**config.mk**
```make
export PLATFORM = sky130hd
export DESIGN_NAME = e203_itcm_ram_ctrl
export DESIGN_NICKNAME = d
export VERILOG_FILES = /design/src/rtl/e203_itcm_ctrl_pkg.sv /design/src/rtl/e203_itcm_rsp_buf.sv /design/src/rtl/e203_itcm_ram_ctrl.sv
export SDC_FILE = /design/constraint.sdc
export NUM_CORES = 1
export LEC_CHECK = 0
export ABC_AREA = 1
export CORE_AREA = 2 2 154 156
export DETAILED_ROUTE_END_ITERATION = 8
export DIE_AREA = 0 0 156 158
export PLACE_DENSITY = 0.75
export SKIP_LAST_GASP = 1
export SYNTH_ARGS = -nofsm -noshare
export SYNTH_HDL_FRONTEND = slang
export SYNTH_HIERARCHICAL = 1
export SYNTH_SLANG_ARGS = --single-unit
```
**constraint.sdc**
```tcl
create_clock -name clk -period 2.65 [get_ports clk]
set_input_delay 0.265 -clock clk [delete_from_list [all_inputs] [get_ports clk]]
set_output_delay 0.265 -clock clk [all_outputs]
set_load 0.02 [all_outputs]
```
**src/rtl/e203_itcm_ctrl_pkg.sv**
```systemverilog
// Shared definitions for the ITCM SRAM controller.
// Holds the sequencer state encoding, the response-owner encoding and the
// widths of the idle, wake and starvation counters.
package e203_itcm_ctrl_pkg;

  // Sequencer states: normal operation, light sleep, and the wake-up window
  // during which the macro is out of light sleep but not yet accessible.
  typedef enum logic [1:0] {
    ST_IDLE  = 2'd0,
    ST_SLEEP = 2'd1,
    ST_WAKE  = 2'd2
  } itcm_state_e;

  // Which requester owns an in-flight or held response.
  typedef enum logic {
    OWN_IFU = 1'b0,
    OWN_LSU = 1'b1
  } itcm_owner_e;

  // Counter widths sized for the legal parameter ranges
  // (idle threshold up to 255, wake latency and starve limit up to 15).
  localparam int LS_CNT_W     = 8;
  localparam int WAKE_CNT_W   = 4;
  localparam int STARVE_CNT_W = 4;

endpackage

```
**src/rtl/e203_itcm_rsp_buf.sv**
```systemverilog
// One-entry response hold buffer with bypass.
// The SRAM read data is only valid for one cycle, so when the owning
// requester does not take the response in that cycle the data is parked
// here and presented until it is accepted.
// Ports:
//   clk, rst    clock, synchronous active-high reset
//   byp_valid   response arriving straight from the SRAM this cycle
//   byp_owner   requester that owns the arriving response
//   byp_data    arriving response data (already zeroed for writes)
//   take        the owner of the presented response accepts it this cycle
//   out_valid   a response is presented
//   out_owner   owner of the presented response
//   out_data    presented response data
//   hold_valid  the hold entry is occupied
module e203_itcm_rsp_buf
  import e203_itcm_ctrl_pkg::*;
#(
  parameter int DW = 64
) (
  input  logic          clk,
  input  logic          rst,
  input  logic          byp_valid,
  input  itcm_owner_e   byp_owner,
  input  logic [DW-1:0] byp_data,
  input  logic          take,
  output logic          out_valid,
  output itcm_owner_e   out_owner,
  output logic [DW-1:0] out_data,
  output logic          hold_valid
);

  logic          hold_valid_r;
  itcm_owner_e   hold_owner_r;
  logic [DW-1:0] hold_data_r;

  // Hold entry: capture an untaken bypass response, release it on accept.
  always_ff @(posedge clk) begin
    if (rst) begin
      hold_valid_r <= 1'b0;
      hold_owner_r <= OWN_IFU;
      hold_data_r  <= {DW{1'b0}};
    end else if (hold_valid_r) begin
      hold_valid_r <= ~take;
    end else if (byp_valid && !take) begin
      hold_valid_r <= 1'b1;
      hold_owner_r <= byp_owner;
      hold_data_r  <= byp_data;
    end else begin
      hold_valid_r <= 1'b0;
    end
  end

  // Presentation mux: the held entry has priority over the bypass path.
  always_comb begin
    out_valid = byp_valid;
    out_owner = byp_owner;
    out_data  = byp_data;
    if (hold_valid_r) begin
      out_valid = 1'b1;
      out_owner = hold_owner_r;
      out_data  = hold_data_r;
    end else begin
      out_valid = byp_valid;
      out_owner = byp_owner;
      out_data  = byp_data;
    end
  end

  assign hold_valid = hold_valid_r;

endmodule

```
**src/rtl/e203_itcm_ram_ctrl.sv**
```systemverilog
// ITCM SRAM controller: shares one single-port SRAM between the IFU fetch
// port (read-only) and the LSU port (read/write with byte mask).
// Handles the fixed one-cycle read latency, response holding, LSU-priority
// arbitration with an IFU anti-starvation limit, and light-sleep entry/exit.
// Ports:
//   clk, rst                    clock, synchronous active-high reset
//   cfg_ls_en                   light-sleep entry allowed
//   ifu_cmd_*/ifu_rsp_*         IFU read request / response handshake
//   lsu_cmd_*/lsu_rsp_*         LSU read-write request / response handshake
//   ram_cs/we/addr/wem/din      SRAM command, driven in the grant cycle
//   ram_dout                    SRAM read data, valid one cycle after a read
//   ram_ls/ram_ds/ram_sd        SRAM power controls (ds, sd held low)
module e203_itcm_ram_ctrl
  import e203_itcm_ctrl_pkg::*;
#(
  parameter int AW       = 13,
  parameter int DW       = 64,
  parameter int MW       = 8,
  parameter int LS_IDLE  = 16,
  parameter int WAKE_LAT = 2,
  parameter int STARVE   = 4
) (
  input  logic          clk,
  input  logic          rst,
  input  logic          cfg_ls_en,
  input  logic          ifu_cmd_valid,
  output logic          ifu_cmd_ready,
  input  logic [AW-1:0] ifu_cmd_addr,
  output logic          ifu_rsp_valid,
  input  logic          ifu_rsp_ready,
  output logic [DW-1:0] ifu_rsp_rdata,
  input  logic          lsu_cmd_valid,
  output logic          lsu_cmd_ready,
  input  logic          lsu_cmd_read,
  input  logic [AW-1:0] lsu_cmd_addr,
  input  logic [DW-1:0] lsu_cmd_wdata,
  input  logic [MW-1:0] lsu_cmd_wmask,
  output logic          lsu_rsp_valid,
  input  logic          lsu_rsp_ready,
  output logic [DW-1:0] lsu_rsp_rdata,
  output logic          ram_cs,
  output logic          ram_we,
  output logic [AW-1:0] ram_addr,
  output logic [MW-1:0] ram_wem,
  output logic [DW-1:0] ram_din,
  input  logic [DW-1:0] ram_dout,
  output logic          ram_ls,
  output logic          ram_ds,
  output logic          ram_sd
);

  localparam logic [LS_CNT_W-1:0]     LS_IDLE_C   = LS_CNT_W'(LS_IDLE);
  localparam logic [WAKE_CNT_W-1:0]   WAKE_LAST_C = WAKE_CNT_W'(WAKE_LAT - 1);
  localparam logic [STARVE_CNT_W-1:0] STARVE_C    = STARVE_CNT_W'(STARVE);

  itcm_state_e             state_r, state_nxt_s;
  logic [LS_CNT_W-1:0]     idle_cnt_r, idle_cnt_nxt_s;
  logic [WAKE_CNT_W-1:0]   wake_cnt_r, wake_cnt_nxt_s;
  logic [STARVE_CNT_W-1:0] starve_cnt_r, starve_cnt_nxt_s;

  // Response in flight: a grant was made last cycle, ram_dout is valid now.
  logic                    pend_r;
  itcm_owner_e             pend_owner_r;
  logic                    pend_read_r;
  logic [DW-1:0]           pend_data_s;

  logic                    buf_valid_s;
  itcm_owner_e             buf_owner_s;
  logic [DW-1:0]           buf_data_s;
  logic                    hold_valid_s;

  logic                    any_valid_s;
  logic                    take_s;
  logic                    can_issue_s;
  logic                    grant_ifu_s;
  logic                    grant_lsu_s;
  logic                    grant_any_s;

  // Writes respond with zero data; reads bypass the SRAM output directly.
  assign pend_data_s = pend_read_r ? ram_dout : {DW{1'b0}};

  e203_itcm_rsp_buf #(
    .DW (DW)
  ) u_rsp_buf (
    .clk        (clk),
    .rst        (rst),
    .byp_valid  (pend_r),
    .byp_owner  (pend_owner_r),
    .byp_data   (pend_data_s),
    .take       (take_s),
    .out_valid  (buf_valid_s),
    .out_owner  (buf_owner_s),
    .out_data   (buf_data_s),
    .hold_valid (hold_valid_s)
  );

  // Arbitration: a new command may issue when the presented response (bypass
  // or held) is absent or is being taken this cycle, which keeps one access
  // per cycle while responses flow. LSU wins ties until IFU hits the limit.
  always_comb begin
    any_valid_s = ifu_cmd_valid | lsu_cmd_valid;
    take_s      = (buf_owner_s == OWN_LSU) ? lsu_rsp_ready : ifu_rsp_ready;
    can_issue_s = ~rst & (state_r == ST_IDLE) & (~buf_valid_s | take_s);
    grant_ifu_s = can_issue_s & ifu_cmd_valid &
                  (~lsu_cmd_valid | (starve_cnt_r == STARVE_C));
    grant_lsu_s = can_issue_s & lsu_cmd_valid & ~grant_ifu_s;
    grant_any_s = grant_ifu_s | grant_lsu_s;
  end

  assign ifu_cmd_ready = grant_ifu_s;
  assign lsu_cmd_ready = grant_lsu_s;

  // SRAM command driven combinationally from the winner of this cycle.
  always_comb begin
    ram_cs   = grant_any_s;
    ram_we   = 1'b0;
    ram_addr = {AW{1'b0}};
    ram_wem  = {MW{1'b0}};
    ram_din  = {DW{1'b0}};
    if (grant_lsu_s) begin
      ram_addr = lsu_cmd_addr;
      ram_we   = ~lsu_cmd_read;
      ram_wem  = lsu_cmd_read ? {MW{1'b0}} : lsu_cmd_wmask;
      ram_din  = lsu_cmd_read ? {DW{1'b0}} : lsu_cmd_wdata;
    end else if (grant_ifu_s) begin
      ram_addr = ifu_cmd_addr;
    end else begin
      ram_addr = {AW{1'b0}};
    end
  end

  // Response steering to the owning port; data is zero when nothing is shown.
  always_comb begin
    ifu_rsp_valid = 1'b0;
    lsu_rsp_valid = 1'b0;
    ifu_rsp_rdata = {DW{1'b0}};
    lsu_rsp_rdata = {DW{1'b0}};
    if (!rst && buf_valid_s) begin
      if (buf_owner_s == OWN_LSU) begin
        lsu_rsp_valid = 1'b1;
        lsu_rsp_rdata = buf_data_s;
      end else begin
        ifu_rsp_valid = 1'b1;
        ifu_rsp_rdata = buf_data_s;
      end
    end else begin
      ifu_rsp_valid = 1'b0;
      lsu_rsp_valid = 1'b0;
    end
  end

  // Sleep sequencer next state; a command arriving on the threshold cycle
  // keeps the controller awake.
  always_comb begin
    state_nxt_s    = state_r;
    wake_cnt_nxt_s = wake_cnt_r;
    case (state_r)
      ST_IDLE: begin
        if ((idle_cnt_r == LS_IDLE_C) && cfg_ls_en && !any_valid_s) begin
          state_nxt_s = ST_SLEEP;
        end else begin
          state_nxt_s = ST_IDLE;
        end
      end
      ST_SLEEP: begin
        if (any_valid_s || !cfg_ls_en) begin
          state_nxt_s    = ST_WAKE;
          wake_cnt_nxt_s = {WAKE_CNT_W{1'b0}};
        end else begin
          state_nxt_s = ST_SLEEP;
        end
      end
      ST_WAKE: begin
        if (wake_cnt_r == WAKE_LAST_C) begin
          state_nxt_s = ST_IDLE;
        end else begin
          wake_cnt_nxt_s = wake_cnt_r + 4'd1;
        end
      end
      default: begin
        state_nxt_s    = ST_IDLE;
        wake_cnt_nxt_s = {WAKE_CNT_W{1'b0}};
      end
    endcase
  end

  // Idle and starvation counters.
  always_comb begin
    idle_cnt_nxt_s   = idle_cnt_r;
    starve_cnt_nxt_s = starve_cnt_r;
    if (state_r != ST_IDLE) begin
      idle_cnt_nxt_s = {LS_CNT_W{1'b0}};
    end else if (any_valid_s || grant_any_s) begin
      idle_cnt_nxt_s = {LS_CNT_W{1'b0}};
    end else if (!buf_valid_s && (idle_cnt_r != LS_IDLE_C)) begin
      idle_cnt_nxt_s = idle_cnt_r + 8'd1;
    end else begin
      idle_cnt_nxt_s = idle_cnt_r;
    end
    if (grant_ifu_s) begin
      starve_cnt_nxt_s = {STARVE_CNT_W{1'b0}};
    end else if (grant_lsu_s && ifu_cmd_valid && (starve_cnt_r != STARVE_C)) begin
      starve_cnt_nxt_s = starve_cnt_r + 4'd1;
    end else begin
      starve_cnt_nxt_s = starve_cnt_r;
    end
  end

  // State, counters and in-flight response tracking.
  always_ff @(posedge clk) begin
    if (rst) begin
      state_r      <= ST_IDLE;
      idle_cnt_r   <= {LS_CNT_W{1'b0}};
      wake_cnt_r   <= {WAKE_CNT_W{1'b0}};
      starve_cnt_r <= {STARVE_CNT_W{1'b0}};
      pend_r       <= 1'b0;
      pend_owner_r <= OWN_IFU;
      pend_read_r  <= 1'b0;
    end else begin
      state_r      <= state_nxt_s;
      idle_cnt_r   <= idle_cnt_nxt_s;
      wake_cnt_r   <= wake_cnt_nxt_s;
      starve_cnt_r <= starve_cnt_nxt_s;
      pend_r       <= grant_any_s;
      pend_owner_r <= grant_lsu_s ? OWN_LSU : OWN_IFU;
      pend_read_r  <= ~(grant_lsu_s & ~lsu_cmd_read);
    end
  end

  assign ram_ls = ~rst & (state_r == ST_SLEEP);
  assign ram_ds = 1'b0;
  assign ram_sd = 1'b0;

endmodule

```
Yosys cells after proc, flatten, opt, wreduce, memory -nomap -nowiden
Cells that the tools add are included.

Reductions and logical operators: 20. Eq/ne operators: 10. Add/subtract/negate cells: 3. Multiplexer cells: 30. Bitwise gates (word level): 21.

Operators with widths (count): 2-to-1 mux 64 bit (8); 2-to-1 mux 13 bit (2); 2-to-1 mux 8 bit (2); 2-to-1 mux 1 bit (12); one-hot mux 4 bit (3 select lines) (1); inverter 1 bit (9); adder 4 x 1 -> 4 bit, second input constant (2); adder 8 x 1 -> 8 bit, second input constant (1); AND 1 bit (8); equality test 8 x 5 -> 1 bit, second input constant (1); 2-to-1 mux 4 bit (2); inequality test 8 x 5 -> 1 bit, second input constant (1); logical AND 1 bit (7); inequality test 2 bit, second input constant (3); one-hot mux 2 bit (3 select lines) (1); zero test 1 bit (5); equality test 4 x 1 -> 1 bit, second input constant (1); equality test 4 x 3 -> 1 bit, second input constant (1); 2-to-1 mux 2 bit (2); inequality test 4 x 3 -> 1 bit, second input constant (1); OR 1 bit (4); AND reduction 3 bit (1); OR reduction 3 bit (1); equality test 2 x 1 -> 1 bit, second input constant (1); 6 further kinds (7).

Bits of input ports: 170. Output and inout port bits: 222. Bits in registers: 87.

Longest topological paths before layout
Word-level depth: 11. Mapped depth: 14.

Modules after synthesis
The synthesis kept the hierarchy.

Modules (own cells, without submodules): e203_itcm_rsp_buf (cells an instance 699, times used 1, sequential area each 1321.3 um^2, area each 3923.8 um^2); e203_itcm_ram_ctrl (cells an instance 715, times used 1, sequential area each 420.4 um^2, area each 3828.7 um^2).

Worst setup path before layout
Ideal clock, no wire load.

Kind: register -> output. From: reg u_rsp_buf.hold_valid_r, in the netlist u_rsp_buf/hold_valid. To: out lsu_rsp_rdata[10]. Data required time: 2.385 ns. Stages on the path, launching flop included: 12. Path slack: 0.382 ns. Arrival: 2.003 ns. Path through: dfxtp_1 -> buf_2 -> buf_2 -> nor2_1 -> inv_1 -> inv_1 -> nor2_1 -> inv_1 -> nor2_1 -> inv_2 -> clkbuf_1 -> nor2_1.

Longest elaborated chain between the ends: 3.

Ends and longest elaborated chain: start: declaration (line e203_itcm_rsp_buf.sv:32) `logic hold_valid_r;`; start signal: assignment (line e203_itcm_rsp_buf.sv:43) `hold_valid_r <= ~take;`; 2-to-1 mux 1 bit (line e203_itcm_rsp_buf.sv:58) `if (hold_valid_r) begin`; net buf_valid_s (line e203_itcm_ram_ctrl.sv:67) `logic buf_valid_s;`; logical AND 1 bit (line e203_itcm_ram_ctrl.sv:138) `if (!rst && buf_valid_s) begin`; 2-to-1 mux 64 bit (line e203_itcm_ram_ctrl.sv:138); end: declaration (line e203_itcm_ram_ctrl.sv:40) `output logic [DW-1:0] lsu_rsp_rdata,`.

The timed path passes the listed nets, and every way through them passes these cells.

Final worst setup path
From: reg u_rsp_buf.hold_valid_r, in the netlist u_rsp_buf/hold_valid. To: out ram_wem[3].

Longest elaborated chain between the ends: 9.

Ends and longest elaborated chain: 2-to-1 mux 1 bit (*) (line e203_itcm_rsp_buf.sv:58); net buf_owner_s (line e203_itcm_ram_ctrl.sv:68) `itcm_owner_e buf_owner_s;`; 2-to-1 mux 1 bit (*) (line e203_itcm_ram_ctrl.sv:102) `take_s = (buf_owner_s == OWN_LSU) ? lsu_rsp_ready : ifu_rsp_ready;`; OR 1 bit (*) (line e203_itcm_ram_ctrl.sv:103) `can_issue_s = ~rst & (state_r == ST_IDLE) & (~buf_valid_s | take_s);`; AND 1 bit (*) (line e203_itcm_ram_ctrl.sv:103); AND 1 bit (2 in a row) (line e203_itcm_ram_ctrl.sv:104) `grant_ifu_s = can_issue_s & ifu_cmd_valid &`; inverter 1 bit (line e203_itcm_ram_ctrl.sv:106) `grant_lsu_s = can_issue_s & lsu_cmd_valid & ~grant_ifu_s;`; AND 1 bit (*) (line e203_itcm_ram_ctrl.sv:106); 2-to-1 mux 8 bit (*) (line e203_itcm_ram_ctrl.sv:120) `if (grant_lsu_s) begin`; end: declaration (line e203_itcm_ram_ctrl.sv:44) `output logic [MW-1:0] ram_wem,`.

The timed path passes the listed nets; every way through them passes the cells marked *.

==> flow_metrics.env <==
export IMPL_worstMarginPinSlew_ns=0.654
export IMPL_cts_tree="done"
export IMPL_cp_arrival_ns=2.56
export IMPL_port_buffers=389
export IMPL_synth_top_family_by_area="simple AND/OR/NAND/NOR gates"
export IMPL_postSynthCellCount=1414
export IMPL_place_ws_ns=-0.0157
export IMPL_synth_ff_type="dfxtp_1"
export IMPL_yosysMostFrequentCell="inv_1"
export IMPL_cp_top_family="buffers and inverters"
export IMPL_layout_drive_gt1_share_pct=7.71
export IMPL_ant_nets=0
export IMPL_register_area_sq_um=1750
export IMPL_r2r_end="u_rsp_buf/hold_data_r[44]$_SDFFE_PP0P_"
export IMPL_dr_pass1_iters=6
export IMPL_layout_min_cycle_time_ns=2.82
export IMPL_synthAdderAreaFrac_pct=0.968
export IMPL_dieArea_sq_um=24600
export IMPL_setup_viol=22
export IMPL_grt_pass1_vias=8320
export IMPL_slew_headroom_pct=56.4
export IMPL_synthArstFlopShare_pct=0
export IMPL_die_w_um=156
export IMPL_status="finished with violations"
export IMPL_violations="negative setup slack"
export IMPL_viasPerCell=4.31
export IMPL_htreeDepth=3
export IMPL_worstPathCellList="o21ai_1 -> inv_1 -> nand2_1 -> nand3_2 -> nand4_2 -> nand3b_4 -> clkbuf_16 -> nor2_4 -> clkdlybuf4s50_1"
export IMPL_synth_seq_cells=87
export IMPL_hold_path_end="wake_cnt_r[3]$_SDFFE_PP0P_"
export IMPL_core_area_sq_um=23100
export IMPL_pwr_density_cell_nw_per_um2=347
export IMPL_yosys_mux_area_fraction_pct=0
export IMPL_max_cap_violations=0
export IMPL_numCtsBuffers=9
export IMPL_hold_path_class="flop to flop"
export IMPL_clock_sinks=87
export IMPL_postLayoutSetupSlackWorst_ns=-0.173
export IMPL_finalHoldViolCount=0
export IMPL_yosys_area_share_simple_pct=43.5
export IMPL_clk_latency_ns=0.34
export IMPL_synth_top_cell_area_share_pct=22.5
export IMPL_yosys_warnings=6
export IMPL_synth_xor_area_share_pct=0.565
export IMPL_worstPathMaxFanout=21
export IMPL_worstPathRequired_ns=2.38
export IMPL_finClkSkew_ns=0.00767
export IMPL_synthTopCellsByCount="inv_1 (413), nand2_1 (344), nor2_1 (227)"
export IMPL_holdPathStages=2
export IMPL_cp_start_kind="flop"
export IMPL_overflow=0
export IMPL_yosysUniqueCellTypes=29
export IMPL_antenna_found_initial=1
export IMPL_max_freq_mhz=354
export IMPL_clockBufferDepth=2
export IMPL_r2r_start="u_rsp_buf/hold_valid$_SDFF_PP0_"
export IMPL_synth_area_per_cell_sq_um=5.48
export IMPL_fin_crit_sh_pct=107
export IMPL_critPathCaptureType="primary output"
export IMPL_rr_worst_depth=8
export IMPL_drc=0
export IMPL_worst_path_buf_inv=3
export IMPL_row_count=56
export IMPL_clock_root_buffer="clkbuf_16"
export IMPL_gp_congestion=0.752
export IMPL_synth_top_area_cell="dfxtp_1"
export IMPL_dr_first_iter_drc_count=443
export IMPL_synthToLayoutAreaGrowth_pct=60.7
export IMPL_grt_max_degree=70
export IMPL_r2r_slack_ns=0.59
export IMPL_track_usage_pct=20.0
export IMPL_multiInputGateArea_sq_um=3940
export IMPL_p_leak_nw=8.19
export IMPL_drv_slew=0
export IMPL_path_class="flop to primary output"
export IMPL_num_io_pins=392
export IMPL_ys_seq_area_share_pct=22.5
export IMPL_drt_wl_total_mm=26.3
export IMPL_syn_area_sq_um=7750
export IMPL_cts_hold_buf=0
export IMPL_cts_setup_buffers=0
export IMPL_grt_pass1_wl_mm=39.8
export IMPL_cp_slowest_cell="clkdlybuf4s50_1"
export IMPL_synthTopCellsByArea="dfxtp_1 (22%), inv_1 (20%), nand2_1 (17%)"
export IMPL_cts_clk_slew_worst_paths_ns=0.06
export IMPL_hold_start="wake_cnt_r[3]$_SDFFE_PP0P_"
export IMPL_vias=8912
export IMPL_fp_dieH_um=158
export IMPL_fin_nets=1948
export IMPL_synth_compound_area_share_pct=5.66
export IMPL_routedWlPerCell_um=12.7
export IMPL_start_util_pct=33.6
export IMPL_rsz0062_at_grt="yes"
export IMPL_p_total_mw=4.32
export IMPL_synth_edf_count=0
export IMPL_hpwl_mm=19.8
export IMPL_critPathMaxStageDelay_ns=0.60
export IMPL_fill_cells=2258
export IMPL_peakVddDrop_uv=270
where the power goes:
group | switching, mW | internal [mW] | total [mW]
logic | 0.819 | 0.615 | 1.43
clock network | 0.554 | 0.883 | 1.44
registers | 0.0490 | 1.40 | 1.45
cells in the final DEF, fill, tap and decap left out, drive strengths merged:
cell and count:
o21a 1, clkinv 1, a21oi 14, nand3b 1, dlygate4sd2 41, clkdlybuf4s50 228, nand2 345, a31oi 1
inv 431, ha 6, clkbuf 13, diode 1, buf 31, clkinvlp 1, nand3 79, o21ai 71
dlymetal6s2s 117, xor2 4, conb 2, nor3 2, dfxtp 87, xnor2 1, bufinv 2, nor2 290
nand4 7
per-layer routing:
layer / global-route usage (%) / vias to the layer above / part of all wire, %
met5: 0 / - / 0
met4: 6.20 / 0 / 2.1
met3: 4.46 / 35 / 6.6
met2: 39.7 / 282 / 53
met1: 20.8 / 3946 / 38
li1: - / 4649 / -
worst register-to-register path: cells and delay by family (launching register included):
kind,cells,cell delay [ns]
buf+inv,5,1.31
simple gates,3,0.28
flops,1,0.36
logic make-up (layout without fill, tap and decap cells):
group,Yosys count,after routing
AND/OR/NAND/NOR,724,724
other,1,3
flip-flops,87,87
adder cells (fa/ha/maj),6,6
AO/OA/AOI/OAI,87,87
buffers and inverters,504,865
XOR/XNOR,5,5
stage by stage:
| stage | hold WS, ns | TNS (ns) | utilization (%) | cell area [sq um] | instances |
|---|---|---|---|---|---|
| after CTS | 0.488 | -8.57 | 52.7 | 12100 | 2065 |
| after detailed placement | 0.475 | -0.0157 | 51.4 | 11900 | 2050 |
| final | 0.484 | -3.65 | 54.0 | 12500 | 2067 |
| after global routing | 0.523 | -9.24 | 54.0 | 12500 | 2067 |
| after global placement | 0.461 | -0.00288 | 51.4 | 11900 | 2050 |
| after floorplan | 0.334 | 0 | - | 7760 | 1415 |
registers in the layout, summed over array words and instances (netlist names):
signal / cells
wake_cnt_r: 4
pend_read_r: 1
u_rsp_buf/hold_owner_r: 1
u_rsp_buf/hold_data_r: 64
pend_owner_r: 1
pend_r: 1
idle_cnt_r: 8
u_rsp_buf/hold_valid: 1
starve_cnt_r: 4
state_r: 2
worst max-delay path by stage:
stage / start / end / slack [ns] / cells past startpoint
finish: u_rsp_buf/hold_valid$_SDFF_PP0_ / ram_wem[3] / -0.17 / 9
global route: u_rsp_buf/hold_valid$_SDFF_PP0_ / ram_din[19] / -0.33 / 9
CTS: u_rsp_buf/hold_valid$_SDFF_PP0_ / ram_din[22] / -0.23 / 9
detailed placement: rst / ram_din[36] / -0.02 / 9
global placement: rst / ram_din[36] / -0.003 / 9
floorplan: u_rsp_buf/hold_valid$_SDFF_PP0_ / lsu_rsp_rdata[10] / 0.38 / 11
timing repair:
action	4_1_cts	5_1_grt
setup endpoints to repair	86	172
pin swaps	0	0
gates resized for setup	44	120
cloned	0	1
layout make-up:
type                    count  area share, %
clock inverters             4          0.613
diodes                      1         0.0201
flip-flops and latches     87           14.0
well taps                 290           2.91
inverters                 431           13.0
clock buffers              11           2.04
repair buffers            419           35.8
multi-input cells         824           31.7
(Power assumes the default switching activity.)
